`src/rtl/prim_ram_2p_fifo_ctrl.sv`:
```
// prim_ram_2p_fifo_ctrl: FIFO controller wrapped around a two-port RAM.
// Port A writes pushed data, port B prefetches the head into a 2-entry
// output buffer so the RAM's one-cycle read latency stays hidden.
module prim_ram_2p_fifo_ctrl #(
    parameter int Width  = 32,
    parameter int Depth  = 128,
    parameter int Aw     = $clog2(Depth),
    parameter int DepthW = $clog2(Depth + 3)
) (
    input  logic              clk_i,
    input  logic              rst_ni,
    input  logic              clr_i,

    input  logic              wvalid_i,
    output logic              wready_o,
    input  logic [Width-1:0]  wdata_i,

    output logic              rvalid_o,
    input  logic              rready_i,
    output logic [Width-1:0]  rdata_o,

    output logic [DepthW-1:0] depth_o,
    output logic              full_o,
    output logic              empty_o,

    output logic              ram_a_req_o,
    output logic              ram_a_write_o,
    output logic [Aw-1:0]     ram_a_addr_o,
    output logic [Width-1:0]  ram_a_wdata_o,

    output logic              ram_b_req_o,
    output logic              ram_b_write_o,
    output logic [Aw-1:0]     ram_b_addr_o,
    input  logic [Width-1:0]  ram_b_rdata_i
);

    localparam logic [Aw:0] RamFull = (Aw + 1)'(Depth);

    logic [Aw:0]      wptr, rptr, ram_cnt;
    logic             inflight;
    logic [Width-1:0] obuf0, obuf1;
    logic [1:0]       obuf_cnt;

    logic             active, push, pop, fetch;
    logic [2:0]       occ_after_pop;

    logic [Width-1:0] obuf0_n, obuf1_n;
    logic [1:0]       obuf_cnt_n;

    // The wrap bit makes the pointer difference the exact RAM occupancy,
    // including the full case where the low address bits coincide.
    assign ram_cnt  = wptr - rptr;
    assign active   = rst_ni && !clr_i;

    assign wready_o = (ram_cnt != RamFull) && active;
    assign push     = wvalid_i && wready_o;

    assign rvalid_o = (obuf_cnt != 2'd0);
    assign rdata_o  = obuf0;
    assign pop      = rvalid_o && rready_i;

    // A fetch is only issued when the buffer will have room for its data
    // next cycle, counting the read already on its way back.
    assign occ_after_pop = {1'b0, obuf_cnt} + {2'b00, inflight} - {2'b00, pop};
    assign fetch         = active && (ram_cnt != '0) && (occ_after_pop < 3'd2);

    assign ram_a_req_o   = push;
    assign ram_a_write_o = push;
    assign ram_a_addr_o  = push ? wptr[Aw-1:0] : '0;
    assign ram_a_wdata_o = push ? wdata_i : '0;

    assign ram_b_req_o   = fetch;
    assign ram_b_write_o = 1'b0;
    assign ram_b_addr_o  = fetch ? rptr[Aw-1:0] : '0;

    assign depth_o = DepthW'(ram_cnt) + DepthW'(inflight) + DepthW'(obuf_cnt);
    assign full_o  = !wready_o;
    assign empty_o = (depth_o == '0);

    // Output buffer update: pop shifts the head out, then returning read
    // data lands in the first free slot.
    always_comb begin
        obuf0_n    = obuf0;
        obuf1_n    = obuf1;
        obuf_cnt_n = obuf_cnt;
        if (pop) begin
            obuf0_n    = obuf1;
            obuf_cnt_n = obuf_cnt - 2'd1;
        end
        if (inflight) begin
            if (obuf_cnt_n == 2'd0) begin
                obuf0_n = ram_b_rdata_i;
            end else begin
                obuf1_n = ram_b_rdata_i;
            end
            obuf_cnt_n = obuf_cnt_n + 2'd1;
        end
    end

    // Pointers, read tracking and buffer registers; reset and flush both
    // drop everything, including data of a read still in flight.
    always_ff @(posedge clk_i) begin
        if (!rst_ni || clr_i) begin
            wptr     <= '0;
            rptr     <= '0;
            inflight <= 1'b0;
            obuf0    <= '0;
            obuf1    <= '0;
            obuf_cnt <= 2'd0;
        end else begin
            if (push) begin
                wptr <= wptr + 1'b1;
            end
            if (fetch) begin
                rptr <= rptr + 1'b1;
            end
            inflight <= fetch;
            obuf0    <= obuf0_n;
            obuf1    <= obuf1_n;
            obuf_cnt <= obuf_cnt_n;
        end
    end

endmodule

```
`config.mk`:
```
export PLATFORM = sky130hd
export DESIGN_NAME = prim_ram_2p_fifo_ctrl
export DESIGN_NICKNAME = d
export VERILOG_FILES = /design/src/rtl/prim_ram_2p_fifo_ctrl.sv
export SDC_FILE = /design/constraint.sdc
export NUM_CORES = 1
export LEC_CHECK = 0
export CAP_MARGIN = 10
export CORE_AREA = 4 4 104 106
export CTS_BUF_LIST = sky130_fd_sc_hd__clkbuf_8
export CTS_CLUSTER_DIAMETER = 120
export DETAILED_ROUTE_END_ITERATION = 6
export DIE_AREA = 0 0 108 110
export PLACE_DENSITY_LB_ADDON = 0.1
export SLEW_MARGIN = 15
export SYNTH_ARGS = -nofsm -noshare
export SYNTH_HDL_FRONTEND = slang
export SYNTH_SLANG_ARGS = --single-unit
```
`constraint.sdc`:
```
create_clock -name clk_i -period 3.9 [get_ports clk_i]
set_input_delay 0.39 -clock clk_i [delete_from_list [all_inputs] [get_ports clk_i]]
set_output_delay 0.39 -clock clk_i [all_outputs]
set_load 0.05 [all_outputs]
```
# Word level (Yosys, flattened, before mapping)
# Index checks and enable logic that the tools add are counted.
# totals
regBits	83
output_inout_bits	94
# classes
add_sub_neg	9
order_cmp	1
n_eq_ne	1
muxes	8
bitwise_logic	1
reduce_logical	15
# ops
cell	n
$mux 32	4
$add 8x1->8 const B	2
$mux 7	2
$add 8x1->8	1
$add 8x2->8	1
$logic_not 8->1	1
$ne 8x8->1 const B	1
$reduce_bool 8->1	1
$sub 8x8->8	1
$logic_and 1x1->1	6
$mux 2	2
$add 2x1->3	1
$logic_not 1->1	3
$lt 3x2->1 const B	1
$sub 3x1->3	1
$add 2x1->2 const B	1
$logic_not 2->1	1
$reduce_and 2->1	1
$reduce_bool 2->1	1
$sub 2x1->2 const B	1
$logic_or 1x1->1	1
$not 1->1	1

# Logic depth before layout (Yosys ltp)
# Gate-level depths: netlist (run 1).
# logic_depth
word_depth	6
depth_mapped	15
ltp_nobuf	14

# Least setup slack after synthesis (run 1)
# No wires, ideal clock.
# synth_timing
kind	register to output
startpoint	register obuf_cnt[1]
endpoint	output port ram_b_addr_o[2]
arrival_time_ns	3.761
t_required_ns	3.510
setup_slack_ns	-0.251
stages_incl_launch_ff	15
path_buffers	2
cell_sequence	dfxtp_1 > inv_1 > ha_1 > inv_1 > nand2_1 > clkbuf_1 > inv_1 > ha_1 > inv_1 > ha_1 > fa_1 > xnor2_1 > a211oi_2 > buf_2 > and3_1
# synth_via
elab_chain_len	6
elab_cells_between_ends	7
# synth_rtl
item	line	source
start: declaration	42	logic [1:0] obuf_cnt;
start signal: assignment	120	obuf_cnt <= obuf_cnt_n;
$reduce_bool 2->1	58	assign rvalid_o = (obuf_cnt != 2'd0);
named net rvalid_o	18	output logic rvalid_o,
$logic_and 1x1->1	60	assign pop = rvalid_o && rready_i;
$sub 3x1->3	64	assign occ_after_pop = {1'b0, obuf_cnt} + {2'b00, inflight} - {2'b00, pop};
$lt 3x2->1	65	assign fetch = active && (ram_cnt != '0) && (occ_after_pop < 3'd2);
$logic_and 1x1->1	65	
$mux 7	74	assign ram_b_addr_o = fetch ? rptr[Aw-1:0] : '0;
end: declaration	33	output logic [Aw-1:0] ram_b_addr_o,
# The timed path passes the listed nets, and every way through them passes these cells.

# Worst setup path in the final report (run 1)
# layout_timing
startpoint	register wptr[0]
endpoint	output port ram_a_addr_o[0]
# layout_via
elab_chain_len	5
# layout_rtl
item	line	source
start: declaration	39	logic [Aw:0] wptr, rptr, ram_cnt;
start signal: assignment	112	wptr <= wptr + 1'b1;
$sub 8x8->8	52	assign ram_cnt = wptr - rptr;
$ne 8x8->1	55	assign wready_o = (ram_cnt != RamFull) && active;
$logic_and 1x1->1	55	
$logic_and 1x1->1	56	assign push = wvalid_i && wready_o;
$mux 7 *	69	assign ram_a_addr_o = push ? wptr[Aw-1:0] : '0;
end: declaration	28	output logic [Aw-1:0] ram_a_addr_o,
# Every way passes the cells marked *; elsewhere a longest branch is shown, timed or not.

==> results_dict.tcl, run 1 <==
set metrics [dict create \
    grt_max_degree 51 \
    hold_viol_final 0 \
    insertedDiodeCount 0 \
    crit_buf_inv 3 \
    layout_setup_ws_ns 0.110 \
    syn_area_per_cell_sq_um 8.50 \
    fin_skew_ns 0.00827 \
    final_cells 818 \
    yosysTopAreaCellShare_pct 36.8 \
    drt_wl_total_microns 12800 \
    die_area_sq_um 11900 \
    worstPathRequired_ns 3.51 \
    yosysWarningCount 0 \
    clock_tree.buffer_depth 2 \
    dr_wl_met2_microns 6460 \
    vias 4291 \
    ys_seq_area_share_pct 36.8 \
    path_clk_slew_ns 0.08 \
    fillers 808 \
    synthesis.nets 618 \
    synthCells 531 \
    period_share_pct 97.2 \
    gp_congestion 0.835 \
    wl_met1_microns 5040 \
    grt_usage_pct 21.0 \
    critPathCaptureType "output port" \
    dpl_worst_slack_ns 0.257 \
    grt_pass1_wl_microns 19900 \
    drive_gt1_share_pct 19.9 \
    grt_pass1_vias 4170 \
    rsz0062_at_grt "yes" \
    routed_via_density 5.25 \
    slew_headroom_pct 27.5 \
    peakVddDrop_mv 0.449 \
    crit_chain "inv_2 -> ha_1 -> inv_1 -> fa_2 -> a211oi_4 -> nor4b_1 -> or3_4 -> or4b_4 -> and3_4 -> and2_1 -> buf_4" \
    hold_path_class "reg2reg" \
    worstPathArrival_ns 3.40 \
    multi_input_area_sq_um 2670 \
    yosys_most_used_dff "dfxtp_1" \
    htreeDepth 3 \
    synth_area_leaders "dfxtp_1 37%, mux2i_1 7.5%, nand2_1 6.9%" \
    setup_tns_ns 0 \
    path_max_fanout 21 \
    setup_violations 0 \
    final.min_clock_period_ns 3.79 \
    power_density_nw_per_um2 559 \
    cts_sinks 83 \
    drv_cap 0 \
    numPlacedInstances 801 \
    finalMaxSlewViolations 0 \
    cp_slowest_cell "or4b_4" \
    status "completed" \
    postRouteAntennaNets 0 \
    synth_top_cell_by_area "dfxtp_1" \
    core.rowCount 36 \
    wl_per_cell_microns 15.6 \
    cts-root-buf "clkbuf_8" \
    crit_family "simple AND/OR/NAND/NOR gates" \
    start_util_pct 46.2 \
    slowest_delay_ns 0.57 \
    nets 767 \
    layout_commonest_cell "clkdlybuf4s50_1" \
    worst_slew_pin_slew_ns 1.09 \
    layout_common_cells "106 x clkdlybuf4s50_1, 81 x nand2_1, 81 x dfxtp_1" \
    dieWidth_microns 108 \
    route.met3.wl_microns 1090 \
    grt_overflow_total 0 \
    regArea_sq_um 1660 \
    synth_edf_count 0 \
    die_h_microns 110 \
    numCtsBuffers 9 \
    critPathKind "reg2out" \
    cts_tree "yes" \
    io_buffers 161 \
    maxUsedRoutingLayer "met4" \
    syn-cell-area_sq_um 4510 \
    p_leak_nw 2.78 \
    holdWs_ns 0.457 \
    ys_ff_latch 83 \
    synthToLayoutAreaGrowth_pct 44.0 \
    clock_latency_ns 0.35 \
    antenna_found_initial 0 \
    drt_iter0_drc 204 \
    cp-start-kind "flop" \
    fmaxAchievable_ghz 0.264 \
    ios 163 \
    async_flop_share_pct 0 \
    drc_errors 0 \
    core_sq_um 9770 \
    synth_cell_type_count 50 \
    dr.pass1.iters 5 \
    dp_hpwl_microns 9480 \
]
==> worst register-to-register path: stages (launching register included) <==
cell	delay [ns]
dfxtp_1	0.46
inv_1	0.12
ha_1	0.19
inv_1	0.08
nand2_2	0.05
inv_1	0.05
ha_1	0.14
inv_1	0.04
ha_1	0.18
fa_1	0.38
xnor2_1	0.21
or4_1	0.46
a2111oi_0	0.65
xnor2_1	0.20
nor2_1	0.05
==> per-stage QoR <==
step	util (%)	cell area, sq um	total power, W
3_5_place_dp	64.0	6250	0.00297
2_1_floorplan	-	4520	0.00235
3_3_place_gp	64.0	6250	0.00293
4_1_cts	66.2	6470	0.00362
5_1_grt	66.5	6500	0.00383
6_report	66.5	6500	0.00363
==> cell families (layout without fill, tap and decap cells) <==
| family | after synthesis | after routing | share of synthesized area (%) |
|---|---|---|---|
| compound gates | 101 | 101 | 15.2 |
| xor+xnor | 18 | 18 | 3.49 |
| fa+ha+maj | 18 | 18 | 5.65 |
| buf+inv | 52 | 205 | 5.21 |
| flops | 83 | 83 | 36.8 |
| mux | 34 | 34 | 7.54 |
| other cells | 1 | 1 | 0.0831 |
| simple gates | 224 | 225 | 26.1 |
==> final cells by class <==
cell class / instances / area share, %
clock buffer: 11 / 2.33
inverter: 18 / 1.04
timing repair buffer: 171 / 26.5
clock inverter: 5 / 0.924
multi-input combinational: 397 / 41.1
sequential: 83 / 25.6
tap: 133 / 2.56
==> synthesized netlist by cell type (4+ instances only) <==
cell type / instances
buf_6: 4
dfxtp_1: 83
inv_1: 18
xor2_1: 6
ha_1: 14
and2_1: 10
a211oi_1: 34
clkbuf_1: 24
nor2_1: 51
and2_4: 34
or3_1: 4
and3_1: 12
fa_1: 4
o21ai_0: 5
nand2_1: 83
xnor2_1: 12
nand2b_1: 4
nand3_1: 5
a21oi_1: 43
mux2i_1: 34
or4_1: 4
==> metal layers <==
| metal | track usage, % | up-vias |
|---|---|---|
| li1 | - | 2109 |
| met2 | 39.8 | 164 |
| met5 | 0 | - |
| met3 | 5.18 | 17 |
| met1 | 23.1 | 2001 |
| met4 | 6.22 | 0 |
==> sequential cells by signal (all words and copies together), names as in the netlist <==
register	cells
inflight	1
rdata_o	32
obuf_cnt	2
obuf1	32
wptr	8
rptr	8
==> timing repair <==
item,CTS,global route
setup buffers,0,0
gates cloned,1,0
hold buffers,0,0
setup endpoints to repair,41,51
resized for setup,4,11
==> final timing paths <==
kind / from / endpoint / slack (ns) / cells past startpoint
worst min register to register: obuf1[15] / obuf1[15] / 0.46 / 2
worst max-delay path: wptr[0] / ram_a_addr_o[0] / 0.11 / 11
worst min-delay path: obuf1[15] / obuf1[15] / 0.46 / 2
worst max register to register: obuf_cnt[1] / rptr[7] / 0.49 / 14
==> report_power, final <==
part	switching [W]	total, W	internal (W)
clock network	0.000310	0.000643	0.000333
registers	0.0000581	0.000978	0.000920
logic	0.00127	0.00201	0.000742
Power figures use the tool's default switching activity.
==> run 2: changes to the inputs <==
--- a/config.mk
+++ b/config.mk
@@ -5,6 +5,7 @@
 export SDC_FILE = /design/constraint.sdc
 export NUM_CORES = 1
 export LEC_CHECK = 0
+export ABC_AREA = 0
 export CAP_MARGIN = 10
 export CORE_AREA = 4 4 104 106
 export CTS_BUF_LIST = sky130_fd_sc_hd__clkbuf_8
==> results of run 2 <==
Final layout, timing and power as in run 1 (identical DEF).
